## config.mk

```make
export PLATFORM = sky130hd
export DESIGN_NAME = lif_layer_seq
export DESIGN_NICKNAME = d
export VERILOG_FILES = /design/src/rtl/lif_layer_seq.sv
export SDC_FILE = /design/constraint.sdc
export NUM_CORES = 1
export LEC_CHECK = 0
export ABC_AREA = 1
export CELL_PAD_IN_SITES_DETAIL_PLACEMENT = 1
export CELL_PAD_IN_SITES_GLOBAL_PLACEMENT = 2
export CORE_MARGIN = 4
export CORE_UTILIZATION = 38
export CTS_CLUSTER_DIAMETER = 30
export DETAILED_ROUTE_END_ITERATION = 7
export MAX_ROUTING_LAYER = met4
export PLACE_DENSITY_LB_ADDON = 0.05
export SYNTH_ARGS = -nofsm -noshare
export SYNTH_HDL_FRONTEND = slang
export SYNTH_SLANG_ARGS = --single-unit
export TNS_END_PERCENT = 100
```

## constraint.sdc

```tcl
create_clock -name clk -period 8.51 [get_ports clk]
set_input_delay 1.702 -clock clk [delete_from_list [all_inputs] [get_ports clk]]
set_output_delay 1.702 -clock clk [all_outputs]
set_load 0.005 [all_outputs]
```

## src/rtl/lif_layer_seq.sv

```systemverilog
// Time-multiplexed layer of leaky integrate-and-fire neurons with binary weights.
// One neuron is updated per clock from a snapshot of the byte-serially loaded input vector.
module lif_layer_seq #(
    parameter int INPUTS     = 32,
    parameter int NEURONS    = 4,
    parameter int U_BITS     = 8,
    parameter int SHIFT_BITS = 3,
    parameter int REF_BITS   = 2,
    localparam int AW        = (NEURONS > 1) ? $clog2(NEURONS) : 1,
    localparam int S_W       = $clog2(INPUTS + 1)
) (
    input  logic                  clk,
    input  logic                  reset,
    input  logic                  x_valid,
    input  logic [7:0]            x_byte,
    input  logic                  w_we,
    input  logic [AW-1:0]         cfg_addr,
    input  logic [INPUTS-1:0]     w_data,
    input  logic                  shift_we,
    input  logic [SHIFT_BITS-1:0] shift_data,
    input  logic                  theta_we,
    input  logic [U_BITS-1:0]     theta_data,
    input  logic [REF_BITS-1:0]   ref_period,
    input  logic                  step_start,
    output logic                  busy,
    output logic                  out_valid,
    output logic [NEURONS-1:0]    spikes,
    output logic [U_BITS-1:0]     u_mon,
    output logic [1:0]            state_dbg
);

    localparam int SUM_W = ((U_BITS > S_W) ? U_BITS : S_W) + 1;
    localparam logic [SUM_W-1:0] U_MAX = SUM_W'((1 << (U_BITS - 1)) - 1);

    typedef enum logic [1:0] {
        S_IDLE = 2'd0,
        S_EVAL = 2'd1,
        S_DONE = 2'd2
    } state_t;

    state_t state_q, state_d;

    logic [INPUTS-1:0]       x_reg, xs;
    logic [INPUTS-1:0]       w_mem   [NEURONS];
    logic [SHIFT_BITS-1:0]   sh_mem  [NEURONS];
    logic signed [U_BITS-1:0] u_mem  [NEURONS];
    logic [REF_BITS-1:0]     cnt_mem [NEURONS];
    logic [U_BITS-1:0]       theta;
    logic [REF_BITS-1:0]     ref_lat;
    logic [AW-1:0]           idx;
    logic [NEURONS-1:0]      spk_acc;

    logic                    start_ok, cfg_ok, last, addr_ok;
    logic signed [U_BITS-1:0] u_cur, ul, ua, u_next;
    logic [SHIFT_BITS-1:0]   sh_cur;
    logic [REF_BITS-1:0]     cnt_cur, cnt_next;
    logic [S_W-1:0]          s_cnt;
    logic [SUM_W-1:0]        sum;
    logic                    fire;

    function automatic logic [S_W-1:0] popcount(input logic [INPUTS-1:0] v);
        logic [S_W-1:0] acc;
        acc = '0;
        for (int i = 0; i < INPUTS; i++) begin
            acc = acc + S_W'(v[i]);
        end
        return acc;
    endfunction

    // Handshake: step_start is a request taken only in IDLE or in the out_valid
    // cycle; busy covers the EVAL cycles and out_valid is a single-cycle pulse.
    always_comb begin
        state_d   = state_q;
        start_ok  = 1'b0;
        busy      = 1'b0;
        out_valid = 1'b0;
        last      = (idx == AW'(NEURONS - 1));
        case (state_q)
            S_IDLE: begin
                if (step_start) begin
                    start_ok = 1'b1;
                    state_d  = S_EVAL;
                end
            end
            S_EVAL: begin
                busy = 1'b1;
                if (last) state_d = S_DONE;
            end
            S_DONE: begin
                out_valid = 1'b1;
                if (step_start) begin
                    start_ok = 1'b1;
                    state_d  = S_EVAL;
                end else begin
                    state_d = S_IDLE;
                end
            end
            default: state_d = S_IDLE;
        endcase
    end

    // A write coinciding with an accepted step_start is dropped so the step sees old values.
    assign cfg_ok    = (state_q == S_IDLE) && !step_start;
    assign addr_ok   = ({1'b0, cfg_addr} < (AW + 1)'(NEURONS));
    assign u_mon     = addr_ok ? u_mem[cfg_addr] : '0;
    assign state_dbg = state_q;

    always_comb begin
        u_cur   = u_mem[idx];
        sh_cur  = sh_mem[idx];
        cnt_cur = cnt_mem[idx];
        s_cnt   = popcount(w_mem[idx] & xs);
        ul      = u_cur - (u_cur >>> sh_cur);
        // ul is never negative because u stays >= 0, so the sum is done unsigned.
        sum     = SUM_W'($unsigned(ul)) + SUM_W'(s_cnt);
        ua      = (sum > U_MAX) ? U_MAX[U_BITS-1:0] : sum[U_BITS-1:0];
        fire    = 1'b0;
        u_next  = ua;
        cnt_next = cnt_cur;
        if (cnt_cur != '0) begin
            u_next   = '0;
            cnt_next = cnt_cur - 1'b1;
        end else if (ua >= $signed(theta)) begin
            fire     = 1'b1;
            u_next   = ua - $signed(theta);
            cnt_next = ref_lat;
        end
    end

    always_ff @(posedge clk) begin
        if (reset) begin
            state_q <= S_IDLE;
            x_reg   <= '0;
            xs      <= '0;
            theta   <= U_BITS'(5);
            ref_lat <= '0;
            idx     <= '0;
            spk_acc <= '0;
            spikes  <= '0;
            for (int n = 0; n < NEURONS; n++) begin
                w_mem[n]   <= '0;
                sh_mem[n]  <= '0;
                u_mem[n]   <= '0;
                cnt_mem[n] <= '0;
            end
        end else begin
            state_q <= state_d;
            if (x_valid) x_reg <= INPUTS'({x_reg, x_byte});
            if (start_ok) begin
                xs      <= x_reg;
                ref_lat <= ref_period;
                idx     <= '0;
                spk_acc <= '0;
            end
            if (state_q == S_EVAL) begin
                u_mem[idx]   <= u_next;
                cnt_mem[idx] <= cnt_next;
                spk_acc[idx] <= fire;
                idx          <= idx + 1'b1;
                if (last) spikes <= spk_acc | (NEURONS'(fire) << idx);
            end
            if (cfg_ok) begin
                if (w_we && addr_ok)     w_mem[cfg_addr]  <= w_data;
                if (shift_we && addr_ok) sh_mem[cfg_addr] <= shift_data;
                if (theta_we)            theta            <= theta_data;
            end
        end
    end

endmodule

```

; Word-level counts from Yosys, hierarchy flattened
; Memory sizes are Yosys's and may differ from the RTL's. A register that Yosys moved wholly into a read port is not among the register bits.
; Index checks and enable logic that the tools add are counted.
[totals]
output_inout_bits = 16
elab_cells = 130
input_bits = 62
ramBits = 180
register_bits = 86
mem_count = 4
[memory_table]
columns = name, words, word_bits, read_ports, rd_ports_with_merged_regs, wr, line
row1 = w_mem, 4, 32, 1, 1, 4, 44  ; logic [INPUTS-1:0] w_mem [NEURONS];
row2 = u_mem, 4, 8, 2, 1, 4, 46  ; logic signed [U_BITS-1:0] u_mem [NEURONS];
row3 = sh_mem, 4, 3, 1, 1, 4, 45  ; logic [SHIFT_BITS-1:0] sh_mem [NEURONS];
row4 = cnt_mem, 4, 2, 1, 1, 4, 47  ; logic [REF_BITS-1:0] cnt_mem [NEURONS];
[op_classes]
n_eq_ne = 5
add_sub_neg = 36
n_shift = 2
reduce_logical = 14
bitwise = 2
n_lt_le_gt_ge = 4
n_mux = 55
[op_table]
columns = op, n
row1 = adder 6 x 1 -> 6 bit, 26
row2 = two-way mux 2 bit, 19
row3 = bitwise AND 32 bit, 1
row4 = two-way mux 32 bit, 1
row5 = two-way mux 8 bit, 4
row6 = OR reduction 32 bit, 1
row7 = two-way mux 1 bit, 24
row8 = subtractor 8 bit, 2
row9 = two-way mux 4 bit, 3
row10 = adder 8 x 6 -> 9 bit, 1
row11 = "greater-than comparator 9 x 7 -> 1 bit, second input constant", 1
row12 = >= comparator 8 bit, 1
row13 = OR reduction 8 bit, 1
row14 = >>> shifter 8 x 3 -> 8 bit, 1
row15 = adder 5 x 1 -> 6 bit, 1
row16 = one-hot mux 2 bit (3 select lines), 1
row17 = AND reduction 2 bit, 3
row18 = adder 4 x 1 -> 5 bit, 1
row19 = adder 3 x 1 -> 4 bit, 1
row20 = bitwise mux 4 bit, 1
row21 = "equality test 2 bit, second input constant", 2
row22 = "!= test 2 bit, second input constant", 2
row23 = OR 4 bit, 1
row24 = nonzero test 2 bit, 2
row25 = 15 further kinds, 17

; Logic depth before layout (Yosys ltp)
; Gate-level depths: netlist (run 1).
[logic_depth]
word_depth = 40
depth_mapped = 47
ltp_nobuf = 45

; Least setup slack after synthesis (run 1)
; No wires, ideal clock.
[synth_timing]
path_type = register -> register
from = reg (tool-made name)
to = mem u_mem[0][1], data pin
path_buffers = 4
path_stages_with_launch = 40
arrival_ns = 7.514
slack_ns = 0.726
period_less_slack_ns = 7.784
path_cell_list = dfxtp_1 buf_4 inv_2 buf_6 buf_6 nand2_1 a32oi_4 inv_1 nand3_1 nand3_1 o21a_1 ha_1 fa_1 fa_1 fa_1 fa_1 fa_1 fa_1 [4 not listed] nand3_1 nand2_1 nand3_1 nand2_1 nand2_1 inv_1 ha_1 inv_1 fa_1 nand2_1 a21oi_2 nand2_1 nand2_1 nand2_1 nand3_4 buf_4 nand3_1 a21oi_1
[synth_lines]
columns = item, line
row1 = "end, declared", 46

==> impl_metrics.xml, run 1 <==
<?xml version="1.0" encoding="UTF-8"?>
<metrics>
  <group name="floorplanning">
    <metric name="core_area" unit="sq um">34700</metric>
    <metric name="fp.dieH" unit="microns">196</metric>
    <metric name="floorplan.die.width" unit="microns">196</metric>
    <metric name="initial_core_util" unit="%">38.7</metric>
    <metric name="floorplan.die_area" unit="sq um">38400</metric>
    <metric name="ios" unit="">78</metric>
    <metric name="row_count" unit="">68</metric>
  </group>
  <group name="setup_path">
    <metric name="cp-endpoint" unit="">u_mem[0][2]</metric>
    <metric name="setup_slack_on_the_worst_flop_to_flop_path" unit="ns">0.44</metric>
    <metric name="endpoint_kind" unit="">register</metric>
    <metric name="crit_path_required_time" unit="ns">8.90</metric>
    <metric name="critical_path_class" unit="">reg -&gt; reg</metric>
    <metric name="crit_path_start_kind" unit="">register</metric>
    <metric name="critical-path-max-stage-delay" unit="ns">0.62</metric>
    <metric name="worst_path_arrival" unit="ns">8.46</metric>
    <metric name="timing.critical_path.mode_cell" unit="">sky130_fd_sc_hd__fa_1</metric>
    <metric name="cp_max_fo" unit="">8</metric>
    <metric name="worstRegToRegCells" unit="">36</metric>
    <metric name="crit-reg2reg-capture" unit="">u_mem[0][2]</metric>
    <metric name="cpMaxStageDelayCell" unit="">sky130_fd_sc_hd__fa_2</metric>
  </group>
  <group name="timing">
    <metric name="rsz0062_at_grt" unit="">no</metric>
    <metric name="timing_worst_slew_pin_value" unit="ns">1.09</metric>
    <metric name="setup-violations-final" unit="">0</metric>
    <metric name="fin_crit" unit="ns">8.07</metric>
    <metric name="timing.max_slew.rel_slack" unit="%">26.9</metric>
    <metric name="final.period_utilization" unit="%">94.9</metric>
    <metric name="final.setup_skew" unit="ns">0.0161</metric>
    <metric name="timing.fmax" unit="GHz">0.124</metric>
    <metric name="post-route-worst-setup-slack" unit="ns">0.438</metric>
    <metric name="final_hold_viol_count" unit="">0</metric>
    <metric name="finalSetupTns" unit="ns">0</metric>
    <metric name="drv_slew" unit="">0</metric>
    <metric name="fin_hold_ws" unit="ns">0.464</metric>
  </group>
  <group name="clocking">
    <metric name="insertion_delay" unit="ns">0.57</metric>
    <metric name="cts_buffers" unit="">72</metric>
    <metric name="clock_path_buffers" unit="">3</metric>
    <metric name="worst_setup_hold_path_clk_slew" unit="ns">0.04</metric>
    <metric name="cts_tree" unit="">built</metric>
    <metric name="cts_max_level" unit="">3</metric>
    <metric name="cts_num_sinks" unit="">268</metric>
    <metric name="hold_buffers" unit="">0</metric>
    <metric name="clock-root-buffer" unit="">sky130_fd_sc_hd__clkbuf_16</metric>
  </group>
  <group name="finish">
    <metric name="regArea" unit="sq um">7170</metric>
    <metric name="flow.area_growth_from_synthesis" unit="%">28.2</metric>
    <metric name="antenna_cells" unit="">0</metric>
    <metric name="finalCoreUtilization" unit="%">49.6</metric>
    <metric name="finish.net_count" unit="">1748</metric>
    <metric name="largest_register_ffs" unit="">128</metric>
    <metric name="fillerInstances" unit="">3998</metric>
    <metric name="top_register" unit="">w_mem</metric>
    <metric name="stdcell_area" unit="sq um">17200</metric>
    <metric name="multi_input_area" unit="sq um">5460</metric>
    <metric name="drive_gt1_share" unit="%">11.0</metric>
  </group>
  <group name="global_routing">
    <metric name="globalRoute.totalOverflow" unit="">0</metric>
    <metric name="antenna_found_initial" unit="">0</metric>
    <metric name="first_global_vias" unit="">11600</metric>
    <metric name="grt_pass1_wl" unit="mm">64.9</metric>
    <metric name="largest_net_degree_at_the_start_of_global_routing" unit="">80</metric>
    <metric name="grt_usage" unit="%">22.2</metric>
  </group>
  <group name="synth">
    <metric name="synthSimpleGateAreaFrac" unit="%">20.2</metric>
    <metric name="yosys_register_bits" unit="">268</metric>
    <metric name="muxShareOfSynthArea" unit="%">0</metric>
    <metric name="instance_count_of_the_mapped_netlist" unit="">1514</metric>
    <metric name="synthAdderAreaFrac" unit="%">7.34</metric>
    <metric name="synth-edff-count" unit="">180</metric>
    <metric name="synth.cell_area" unit="sq um">13400</metric>
    <metric name="synthXorXnorAreaFrac" unit="%">0.848</metric>
    <metric name="synth_warnings" unit="">0</metric>
    <metric name="yosys-top-cells-area" unit="">sky130_fd_sc_hd__edfxtp_1 40%, sky130_fd_sc_hd__dfxtp_1 13%, sky130_fd_sc_hd__nor2_1 10%</metric>
    <metric name="synthArstFlopShare" unit="%">0</metric>
    <metric name="synth_top_family_by_area" unit="">simple AND/OR/NAND/NOR gates</metric>
    <metric name="seq_area_frac_synth" unit="%">53.4</metric>
    <metric name="synthFlopType" unit="">sky130_fd_sc_hd__edfxtp_1</metric>
    <metric name="synth_compound_area_share" unit="%">11.9</metric>
    <metric name="synth_area_per_cell" unit="sq um">8.87</metric>
    <metric name="yosysTopAreaCellShare" unit="%">40.3</metric>
    <metric name="ys_types" unit="">41</metric>
    <metric name="synth.largest_area_cell" unit="">sky130_fd_sc_hd__edfxtp_1</metric>
    <metric name="syn_nets" unit="">1638</metric>
  </group>
  <group name="drt">
    <metric name="wl" unit="mm">41.9</metric>
    <metric name="drc" unit="">0</metric>
    <metric name="ant_nets" unit="">0</metric>
    <metric name="dr_total_vias" unit="">11100</metric>
    <metric name="wl_per_cell" unit="microns">19.6</metric>
    <metric name="via_per_inst" unit="">5.19</metric>
    <metric name="dr_iter_0_viols" unit="">532</metric>
    <metric name="drt_first_pass_iters" unit="">5</metric>
  </group>
  <group name="run">
    <metric name="drv.max_cap_violation_count" unit="">0</metric>
  </group>
  <group name="placement">
    <metric name="port-buffer-count" unit="">77</metric>
    <metric name="placedInstanceArea" unit="sq um">14700</metric>
    <metric name="place_worst_setup_slack" unit="ns">0.0896</metric>
    <metric name="hpwlAfterDp" unit="mm">27.2</metric>
    <metric name="gp_routability_congestion" unit="">0.817</metric>
  </group>
  <group name="power">
    <metric name="leakagePower" unit="uW">0.00715</metric>
    <metric name="powerDensity" unit="nW/um^2">338</metric>
    <metric name="largest_voltage_drop_on_the_vdd_net" unit="uV">188</metric>
  </group>
  <group name="run_status">
    <metric name="status" unit="">finished clean</metric>
  </group>
  <group name="min_path">
    <metric name="min-delay-path-class" unit="">reg -&gt; reg</metric>
  </group>
</metrics>
-- worst max-delay path: cells and delay by family, from the launching register on --
family | cells | cell delay (ns)
and+or+nand+nor | 15 | 1.66
adders and majority gates | 11 | 4.48
DFF | 1 | 0.37
AOI/OAI and AO/OA | 5 | 0.84
buffers and inverters | 5 | 0.54
-- cells in the mapped netlist, types with 3 or more instances --
cell,count
sky130_fd_sc_hd__o21ai_0,179
sky130_fd_sc_hd__nand2_1,178
sky130_fd_sc_hd__buf_1,5
sky130_fd_sc_hd__a21boi_0,9
sky130_fd_sc_hd__nand4_1,11
sky130_fd_sc_hd__buf_4,4
sky130_fd_sc_hd__o211ai_1,4
sky130_fd_sc_hd__clkbuf_1,60
sky130_fd_sc_hd__o22ai_1,32
sky130_fd_sc_hd__ha_1,34
sky130_fd_sc_hd__fa_1,28
sky130_fd_sc_hd__edfxtp_1,180
sky130_fd_sc_hd__buf_6,3
sky130_fd_sc_hd__xnor2_1,9
sky130_fd_sc_hd__nand2_2,9
sky130_fd_sc_hd__buf_2,6
sky130_fd_sc_hd__nor3_1,37
sky130_fd_sc_hd__xor2_1,4
sky130_fd_sc_hd__nor2_1,373
sky130_fd_sc_hd__inv_2,5
sky130_fd_sc_hd__inv_1,131
sky130_fd_sc_hd__a21oi_1,58
sky130_fd_sc_hd__dfxtp_1,88
sky130_fd_sc_hd__nand3b_1,3
sky130_fd_sc_hd__nand3_1,44
-- metal layers --
layer  global-route usage (%)  share of wire (%)  vias to the layer above  wire [microns]
met4                     6.75                2.2                        0             932
met2                     32.5                 45                      228           18700
met5                        -                  0                        -               0
met1                     31.3                 49                     5467           20300
li1                         -                  -                     5304               -
met3                     4.43                4.5                       72            1870
-- how the worst min path moves through the flow --
stage	startpoint	endpoint	cells past startpoint
6_report	theta[6]	theta[6]	2
5_1_grt	theta[6]	theta[6]	2
4_1_cts	theta[6]	theta[6]	2
3_5_place_dp	theta[6]	theta[6]	2
3_3_place_gp	theta[6]	theta[6]	2
2_1_floorplan	theta[3]	theta[3]	2
-- cells by family after synthesis --
kind of cell	Yosys count
AND/OR/NAND/NOR	661
AO/OA/AOI/OAI	293
flip-flops	268
buffers and inverters	216
adder cells (fa/ha/maj)	62
XOR/XNOR	13
other	1
-- power by group --
| group | internal [uW] | leakage [uW] | total (uW) | switching (uW) |
|---|---|---|---|---|
| Clock | 1860 | 0.00116 | 2660 | 805 |
| Sequential | 1470 | 0.00259 | 1520 | 43.8 |
| Combinational | 601 | 0.00339 | 1640 | 1040 |
| Total | 3930 | 0.00715 | 5820 | 1880 |
-- cells in the final DEF, fill, tap and decap left out, types with 4 or more instances in the layout --
cell type | Yosys | final
sky130_fd_sc_hd__a21boi_0 | 9 | 9
sky130_fd_sc_hd__clkbuf_8 | 0 | 5
sky130_fd_sc_hd__bufinv_16 | 0 | 7
sky130_fd_sc_hd__buf_4 | 4 | 33
sky130_fd_sc_hd__fa_1 | 28 | 26
sky130_fd_sc_hd__clkdlybuf4s50_1 | 0 | 77
sky130_fd_sc_hd__nor2_1 | 373 | 373
sky130_fd_sc_hd__inv_2 | 5 | 7
sky130_fd_sc_hd__clkbuf_16 | 0 | 75
sky130_fd_sc_hd__xnor2_1 | 9 | 9
sky130_fd_sc_hd__nor3_1 | 37 | 37
sky130_fd_sc_hd__dfxtp_1 | 88 | 86
sky130_fd_sc_hd__edfxtp_1 | 180 | 180
sky130_fd_sc_hd__clkinvlp_4 | 0 | 7
sky130_fd_sc_hd__clkinv_1 | 2 | 6
sky130_fd_sc_hd__nand2_2 | 9 | 12
sky130_fd_sc_hd__inv_1 | 131 | 127
sky130_fd_sc_hd__clkinv_2 | 0 | 10
sky130_fd_sc_hd__a21oi_1 | 58 | 57
sky130_fd_sc_hd__o22ai_1 | 32 | 32
sky130_fd_sc_hd__nand4_1 | 11 | 11
sky130_fd_sc_hd__o21ai_0 | 179 | 175
sky130_fd_sc_hd__o211ai_1 | 4 | 4
sky130_fd_sc_hd__clkbuf_1 | 60 | 17
sky130_fd_sc_hd__xor2_1 | 4 | 4
sky130_fd_sc_hd__nand3_1 | 44 | 42
sky130_fd_sc_hd__ha_1 | 34 | 34
sky130_fd_sc_hd__nand2_1 | 178 | 175
-- final cells by class --
class                           count  area share, %
Sequential cell                   268           41.6
Multi-Input combinational cell   1031           31.7
Clock buffer                       97           11.7
Timing Repair Buffer              113           6.26
Tap cell                          455           3.31
Inverter                          138           3.04
Clock inverter                     33           2.34
-- per-stage QoR --
step | power [uW] | cells
finish | 5820 | 2135
global route | 6160 | 2135
CTS | 5830 | 2125
detailed placement | 3130 | 1995
global placement | 3130 | 1995
floorplan | 2660 | 1514
-- timing repair --
item,CTS,global route
gates cloned,0,1
resized for setup,1,13
setup buffers,0,9
pin swaps,0,9
endpoints found under the setup margin,1,48
Note: power is estimated with default switching activity, not from simulation.
==> run 2, diff against run 1 <==
--- a/config.mk
+++ b/config.mk
@@ -14,6 +14,7 @@
 export DETAILED_ROUTE_END_ITERATION = 7
 export MAX_ROUTING_LAYER = met4
 export PLACE_DENSITY_LB_ADDON = 0.05
+export SLEW_MARGIN = 20
 export SYNTH_ARGS = -nofsm -noshare
 export SYNTH_HDL_FRONTEND = slang
 export SYNTH_SLANG_ARGS = --single-unit
==> run 2 against run 1 <==
Non-clock buffer count stayed put. Via count is 0.14% higher. Sequential power hardly changed. Clock-buffer cell count stayed put. Global-route usage stayed put. Clock power hardly changed. Critical path type unchanged. Highest routed layer unchanged.
==> impl_metrics.xml, run 2 (synthesis gave the netlist of run 1 again) <==
<?xml version="1.0" encoding="UTF-8"?>
<metrics>
  <group name="floorplanning">
    <metric name="floorplan.die_area" unit="sq um">38400</metric>
    <metric name="floorplan.die.width" unit="microns">196</metric>
    <metric name="initial_core_util" unit="%">38.7</metric>
    <metric name="row_count" unit="">68</metric>
    <metric name="ios" unit="">78</metric>
    <metric name="core_area" unit="sq um">34700</metric>
    <metric name="fp.dieH" unit="microns">196</metric>
  </group>
  <group name="timing">
    <metric name="final.period_utilization" unit="%">94.9</metric>
    <metric name="timing_worst_slew_pin_value" unit="ns">0.984</metric>
    <metric name="timing.max_slew.rel_slack" unit="%">34.0</metric>
    <metric name="rsz0062_at_grt" unit="">no</metric>
    <metric name="drv_slew" unit="">0</metric>
    <metric name="fin_hold_ws" unit="ns">0.464</metric>
    <metric name="finalSetupTns" unit="ns">0</metric>
    <metric name="final.setup_skew" unit="ns">0.0161</metric>
    <metric name="timing.fmax" unit="GHz">0.124</metric>
    <metric name="fin_crit" unit="ns">8.07</metric>
    <metric name="final_hold_viol_count" unit="">0</metric>
    <metric name="setup-violations-final" unit="">0</metric>
  </group>
  <group name="power">
    <metric name="sw_frac_of_total" unit="%">32.4</metric>
    <metric name="p_seq_share" unit="%">26.1</metric>
    <metric name="powerDensity" unit="nW/um^2">338</metric>
    <metric name="internal-power" unit="uW">3930</metric>
    <metric name="pwr-share-comb" unit="%">28.1</metric>
    <metric name="leakagePower" unit="uW">0.00715</metric>
    <metric name="largest_voltage_drop_on_the_vdd_net" unit="uV">188</metric>
    <metric name="net-switching-power" unit="uW">1880</metric>
    <metric name="pwr-share-clk" unit="%">45.8</metric>
  </group>
  <group name="min_path">
    <metric name="min-delay-path-class" unit="">reg -&gt; reg</metric>
  </group>
  <group name="setup_path">
    <metric name="critical_path_class" unit="">reg -&gt; reg</metric>
    <metric name="worst_path_arrival" unit="ns">8.46</metric>
    <metric name="endpoint_kind" unit="">register</metric>
    <metric name="crit_path_start_kind" unit="">register</metric>
    <metric name="crit_path_required_time" unit="ns">8.90</metric>
    <metric name="critical-path-max-stage-delay" unit="ns">0.62</metric>
    <metric name="timing.critical_path.mode_cell" unit="">sky130_fd_sc_hd__fa_1</metric>
    <metric name="cpMaxStageDelayCell" unit="">sky130_fd_sc_hd__fa_2</metric>
    <metric name="cp_max_fo" unit="">8</metric>
  </group>
  <group name="clocking">
    <metric name="worst_setup_hold_path_clk_slew" unit="ns">0.04</metric>
    <metric name="cts_max_level" unit="">3</metric>
    <metric name="cts_buffers" unit="">72</metric>
    <metric name="insertion_delay" unit="ns">0.57</metric>
    <metric name="hold_buffers" unit="">0</metric>
    <metric name="cts_num_sinks" unit="">268</metric>
    <metric name="clock_path_buffers" unit="">3</metric>
    <metric name="cts_tree" unit="">built</metric>
    <metric name="clock-root-buffer" unit="">sky130_fd_sc_hd__clkbuf_16</metric>
  </group>
  <group name="drt">
    <metric name="drt_first_pass_iters" unit="">4</metric>
    <metric name="wl_per_cell" unit="microns">19.6</metric>
    <metric name="dr_iter_0_viols" unit="">532</metric>
    <metric name="dr_total_vias" unit="">11100</metric>
    <metric name="via_per_inst" unit="">5.19</metric>
    <metric name="wl" unit="mm">41.9</metric>
    <metric name="drc" unit="">0</metric>
    <metric name="ant_nets" unit="">0</metric>
  </group>
  <group name="global_routing">
    <metric name="largest_net_degree_at_the_start_of_global_routing" unit="">80</metric>
    <metric name="globalRoute.totalOverflow" unit="">0</metric>
    <metric name="first_global_vias" unit="">11600</metric>
    <metric name="grt_usage" unit="%">22.2</metric>
    <metric name="grt_pass1_wl" unit="mm">64.9</metric>
    <metric name="antenna_found_initial" unit="">0</metric>
  </group>
  <group name="finish">
    <metric name="largest_register_ffs" unit="">128</metric>
    <metric name="finish.net_count" unit="">1748</metric>
    <metric name="drive_gt1_share" unit="%">11.1</metric>
    <metric name="stdcell_area" unit="sq um">17200</metric>
    <metric name="antenna_cells" unit="">0</metric>
    <metric name="top_register" unit="">w_mem</metric>
    <metric name="commonest_non_fill_non_tap_cells_in_the_layout" unit="">373 x sky130_fd_sc_hd__nor2_1, 180 x sky130_fd_sc_hd__edfxtp_1, 175 x sky130_fd_sc_hd__o21ai_0, 175 x sky130_fd_sc_hd__nand2_1, 126 x sky130_fd_sc_hd__inv_1</metric>
    <metric name="mostFrequentLayoutCell" unit="">sky130_fd_sc_hd__nor2_1</metric>
    <metric name="flow.area_growth_from_synthesis" unit="%">28.2</metric>
  </group>
  <group name="placement">
    <metric name="gp_routability_congestion" unit="">0.817</metric>
    <metric name="port-buffer-count" unit="">77</metric>
    <metric name="hpwlAfterDp" unit="mm">27.2</metric>
    <metric name="placedInstanceArea" unit="sq um">14700</metric>
  </group>
  <group name="run_status">
    <metric name="status" unit="">finished clean</metric>
  </group>
  <group name="run">
    <metric name="drv.max_cap_violation_count" unit="">0</metric>
  </group>
</metrics>
[run 2: cell count changes in the layout (fill, tap and decap cells not counted)]
cell                    before  now
sky130_fd_sc_hd__inv_1     127  126
sky130_fd_sc_hd__inv_2       7    8
[run 2: layout make-up]
cell class | count | area [sq um]
fill | 3998 | 17500
clock inverter | 33 | 403
clock buffer | 97 | 2010
tap | 455 | 569
multi-input combinational | 1031 | 5460
timing repair buffer | 113 | 1080
inverter | 138 | 524
sequential | 268 | 7170
[run 2: path summary, 6_finish.rpt]
path	from	to	slack, ns	depth (start not counted)
hold reg to reg	theta[6]	theta[6]	0.46	2
setup reg to reg	register	u_mem[0][2]	0.44	36
setup / recovery	register	u_mem[0][2]	0.44	36
hold / removal	theta[6]	theta[6]	0.46	2
[run 2: per-stage QoR]
| stage | total power, uW | instances | utilization [%] | setup slack, ns |
|---|---|---|---|---|
| 2_1_floorplan | 2660 | 1514 | - | 0.726 |
| 3_3_place_gp | 3130 | 1995 | 42.3 | 0.247 |
| 3_5_place_dp | 3130 | 1995 | 42.3 | 0.0896 |
| 4_1_cts | 5830 | 2125 | 49.3 | 0.0762 |
| 5_1_grt | 6160 | 2135 | 49.6 | 0.0192 |
| 6_report | 5820 | 2135 | 49.6 | 0.438 |
[run 2: layer usage]
| metal | GRT usage, % | up-vias | routed length, microns | share of wire (%) |
|---|---|---|---|---|
| met1 | 31.3 | 5484 | 20300 | 49 |
| met2 | 32.5 | 226 | 18700 | 45 |
| met3 | 4.43 | 72 | 1840 | 4.4 |
| met5 | - | - | 0 | 0 |
| li1 | - | 5305 | - | - |
| met4 | 6.75 | 0 | 932 | 2.2 |
[run 2: worst max-delay path: cells and delay by family (launching register included)]
kind / cells / cell delay, ns
buffers and inverters: 5 / 0.54
flip-flops: 1 / 0.37
adder cells (fa/ha/maj): 11 / 4.48
AO/OA/AOI/OAI: 5 / 0.84
AND/OR/NAND/NOR: 15 / 1.66
[run 2: power groups by stage]
stage	Sequential, uW	Clock (uW)	Combinational, uW
2_1_floorplan	1520	0	1140
3_3_place_gp	1540	0	1600
3_5_place_dp	1540	0	1590
4_1_cts	1520	2700	1610
5_1_grt	1520	2790	1840
6_report	1520	2660	1640
[run 2: repair_timing]
action | in CTS | in global routing
cloned | 0 | 1
setup endpoints to repair | 1 | 48
gates resized for setup | 1 | 13
pin swaps | 0 | 9
setup buffers | 0 | 9
==> run 3, diff against run 2 <==
--- a/config.mk
+++ b/config.mk
@@ -10,7 +10,7 @@
 export CELL_PAD_IN_SITES_GLOBAL_PLACEMENT = 2
 export CORE_MARGIN = 4
 export CORE_UTILIZATION = 38
-export CTS_CLUSTER_DIAMETER = 30
+export CTS_CLUSTER_DIAMETER = 80
 export DETAILED_ROUTE_END_ITERATION = 7
 export MAX_ROUTING_LAYER = met4
 export PLACE_DENSITY_LB_ADDON = 0.05
==> run 3 against run 2 <==
First-iteration DRC count up 22%. Via count decreased by 4.2%. Clock-buffer cell count decreased by 48. Register-to-register slack improved by 0.08 ns. Critical endpoint unchanged. Critical path depth unchanged. Highest routed layer unchanged. Final cell count is 3.6% lower. Non-clock buffer count fell by 3. Power is 23% lower.
==> impl_metrics.xml, run 3 (synthesis gave the netlist of run 1 again) <==
<?xml version="1.0" encoding="UTF-8"?>
<metrics>
  <group name="run_status">
    <metric name="status" unit="">finished clean</metric>
  </group>
  <group name="timing">
    <metric name="timing.fmax" unit="GHz">0.125</metric>
    <metric name="drv_slew" unit="">0</metric>
    <metric name="setup-violations-final" unit="">0</metric>
    <metric name="fin_crit" unit="ns">8.00</metric>
    <metric name="final_hold_viol_count" unit="">0</metric>
    <metric name="timing_worst_slew_pin_value" unit="ns">0.959</metric>
    <metric name="final.setup_skew" unit="ns">0.0113</metric>
    <metric name="rsz0062_at_grt" unit="">no</metric>
    <metric name="final.period_utilization" unit="%">94.0</metric>
    <metric name="timing.max_slew.rel_slack" unit="%">35.7</metric>
    <metric name="post-route-worst-setup-slack" unit="ns">0.513</metric>
    <metric name="finalSetupTns" unit="ns">0</metric>
  </group>
  <group name="setup_path">
    <metric name="critical-path-max-stage-delay" unit="ns">0.58</metric>
    <metric name="crit_path_start_kind" unit="">register</metric>
    <metric name="timing.critical_path.mode_cell" unit="">sky130_fd_sc_hd__fa_1</metric>
    <metric name="cpMaxStageDelayCell" unit="">sky130_fd_sc_hd__fa_1</metric>
    <metric name="worst_path_arrival" unit="ns">8.39</metric>
    <metric name="cp_max_fo" unit="">9</metric>
    <metric name="critical_path_class" unit="">reg -&gt; reg</metric>
    <metric name="crit_path_required_time" unit="ns">8.90</metric>
    <metric name="endpoint_kind" unit="">register</metric>
  </group>
  <group name="finish">
    <metric name="stdcell_area" unit="sq um">15800</metric>
    <metric name="drive_gt1_share" unit="%">7.42</metric>
    <metric name="fillerInstances" unit="">4049</metric>
    <metric name="largest_register_ffs" unit="">128</metric>
    <metric name="mostFrequentLayoutCell" unit="">sky130_fd_sc_hd__nor2_1</metric>
    <metric name="finish.net_count" unit="">1704</metric>
    <metric name="flow.area_growth_from_synthesis" unit="%">17.7</metric>
    <metric name="commonest_non_fill_non_tap_cells_in_the_layout" unit="">373 x sky130_fd_sc_hd__nor2_1, 180 x sky130_fd_sc_hd__edfxtp_1, 175 x sky130_fd_sc_hd__o21ai_0, 175 x sky130_fd_sc_hd__nand2_1, 126 x sky130_fd_sc_hd__inv_1</metric>
    <metric name="top_register" unit="">w_mem</metric>
  </group>
  <group name="floorplanning">
    <metric name="floorplan.die.width" unit="microns">196</metric>
    <metric name="fp.dieH" unit="microns">196</metric>
    <metric name="core_area" unit="sq um">34700</metric>
    <metric name="row_count" unit="">68</metric>
    <metric name="floorplan.die_area" unit="sq um">38400</metric>
    <metric name="initial_core_util" unit="%">38.7</metric>
    <metric name="ios" unit="">78</metric>
  </group>
  <group name="drt">
    <metric name="dr_iter_0_viols" unit="">647</metric>
    <metric name="drt_first_pass_iters" unit="">5</metric>
    <metric name="wl_per_cell" unit="microns">19.3</metric>
    <metric name="drc" unit="">0</metric>
    <metric name="ant_nets" unit="">0</metric>
    <metric name="dr_total_vias" unit="">10600</metric>
    <metric name="via_per_inst" unit="">5.16</metric>
    <metric name="wl" unit="mm">39.8</metric>
  </group>
  <group name="global_routing">
    <metric name="globalRoute.totalOverflow" unit="">0</metric>
    <metric name="grt_pass1_wl" unit="mm">62.4</metric>
    <metric name="largest_net_degree_at_the_start_of_global_routing" unit="">80</metric>
    <metric name="antenna_found_initial" unit="">1</metric>
    <metric name="first_global_vias" unit="">10900</metric>
    <metric name="grt_usage" unit="%">21.1</metric>
  </group>
  <group name="power">
    <metric name="largest_voltage_drop_on_the_vdd_net" unit="uV">169</metric>
    <metric name="powerDensity" unit="nW/um^2">282</metric>
    <metric name="net-switching-power" unit="uW">1590</metric>
    <metric name="internal-power" unit="uW">2870</metric>
    <metric name="sw_frac_of_total" unit="%">35.6</metric>
    <metric name="p_seq_share" unit="%">33.9</metric>
    <metric name="leakagePower" unit="uW">0.00648</metric>
    <metric name="pwr-share-comb" unit="%">36.2</metric>
    <metric name="pwr-share-clk" unit="%">29.9</metric>
  </group>
  <group name="clocking">
    <metric name="cts_max_level" unit="">1</metric>
    <metric name="cts_buffers" unit="">31</metric>
    <metric name="cts_tree" unit="">built</metric>
    <metric name="clock-root-buffer" unit="">sky130_fd_sc_hd__clkbuf_16</metric>
    <metric name="clock_path_buffers" unit="">3</metric>
    <metric name="worst_setup_hold_path_clk_slew" unit="ns">0.06</metric>
    <metric name="hold_buffers" unit="">0</metric>
    <metric name="insertion_delay" unit="ns">0.56</metric>
    <metric name="cts_num_sinks" unit="">268</metric>
  </group>
  <group name="placement">
    <metric name="hpwlAfterDp" unit="mm">27.2</metric>
    <metric name="port-buffer-count" unit="">77</metric>
    <metric name="place_worst_setup_slack" unit="ns">0.0896</metric>
    <metric name="gp_routability_congestion" unit="">0.817</metric>
    <metric name="placedInstanceArea" unit="sq um">14700</metric>
  </group>
  <group name="min_path">
    <metric name="min-delay-path-class" unit="">reg -&gt; reg</metric>
  </group>
  <group name="run">
    <metric name="drv.max_cap_violation_count" unit="">0</metric>
  </group>
</metrics>
-- run 3: cell type report --
type | instances | area, sq um | area share, %
Antenna cell | 1 | 2.50 | 0.0158
Clock buffer | 49 | 937 | 5.93
Clock inverter | 7 | 91.3 | 0.578
Inverter | 138 | 524 | 3.32
Multi-Input combinational cell | 1031 | 5450 | 34.5
Sequential cell | 268 | 7170 | 45.4
Tap cell | 455 | 569 | 3.60
Timing Repair Buffer | 110 | 1060 | 6.68
-- run 3: path summary, 6_finish.rpt --
| kind | slack, ns | cells after the start | start | to |
|---|---|---|---|---|
| worst max-delay path | 0.51 | 36 | register | u_mem[0][2] |
| worst min-delay path | 0.47 | 2 | theta[6] | theta[6] |
| worst max register to register | 0.51 | 36 | register | u_mem[0][2] |
| worst min register to register | 0.47 | 2 | theta[6] | theta[6] |
-- run 3: power groups by stage --
| stage | registers (uW) | logic, uW | clock network (uW) |
|---|---|---|---|
| 4_1_cts | 1510 | 1600 | 1370 |
| 5_1_grt | 1520 | 1830 | 1420 |
| 3_5_place_dp | 1540 | 1590 | 0 |
| 3_3_place_gp | 1540 | 1600 | 0 |
| 6_report | 1510 | 1620 | 1330 |
| 2_1_floorplan | 1520 | 1140 | 0 |
-- run 3: metrics by stage --
step,hold slack [ns],utilization [%],total power (uW),cells
final,0.473,45.5,4460,2059
after global placement,0.461,42.3,3130,1995
after CTS,0.473,45.3,4480,2051
after global routing,0.503,45.5,4770,2059
after floorplan,0.435,-,2660,1514
after detailed placement,0.462,42.3,3130,1995
-- run 3: worst max-delay path, delay by kind of cell, from the launching register on --
| kind | cells | cell delay (ns) |
|---|---|---|
| AOI/OAI and AO/OA | 4 | 0.68 |
| adders and majority gates | 11 | 4.48 |
| buffers and inverters | 5 | 0.53 |
| DFF | 1 | 0.37 |
| and+or+nand+nor | 16 | 1.74 |
-- run 3: layer usage --
layer	global-route usage, %	vias to the layer above	share of wire (%)	wire length (microns)
met3	3.45	54	4.3	1710
met4	4.42	0	2.1	839
li1	-	5172	-	-
met1	30.9	5221	50	19700
met2	31.1	171	44	17500
met5	-	-	0	0
-- run 3: what timing repair did --
| action | CTS | global route |
|---|---|---|
| endpoints found under the setup margin | 0 | 48 |
| buffers inserted | 0 | 6 |
| resized for setup | 0 | 11 |
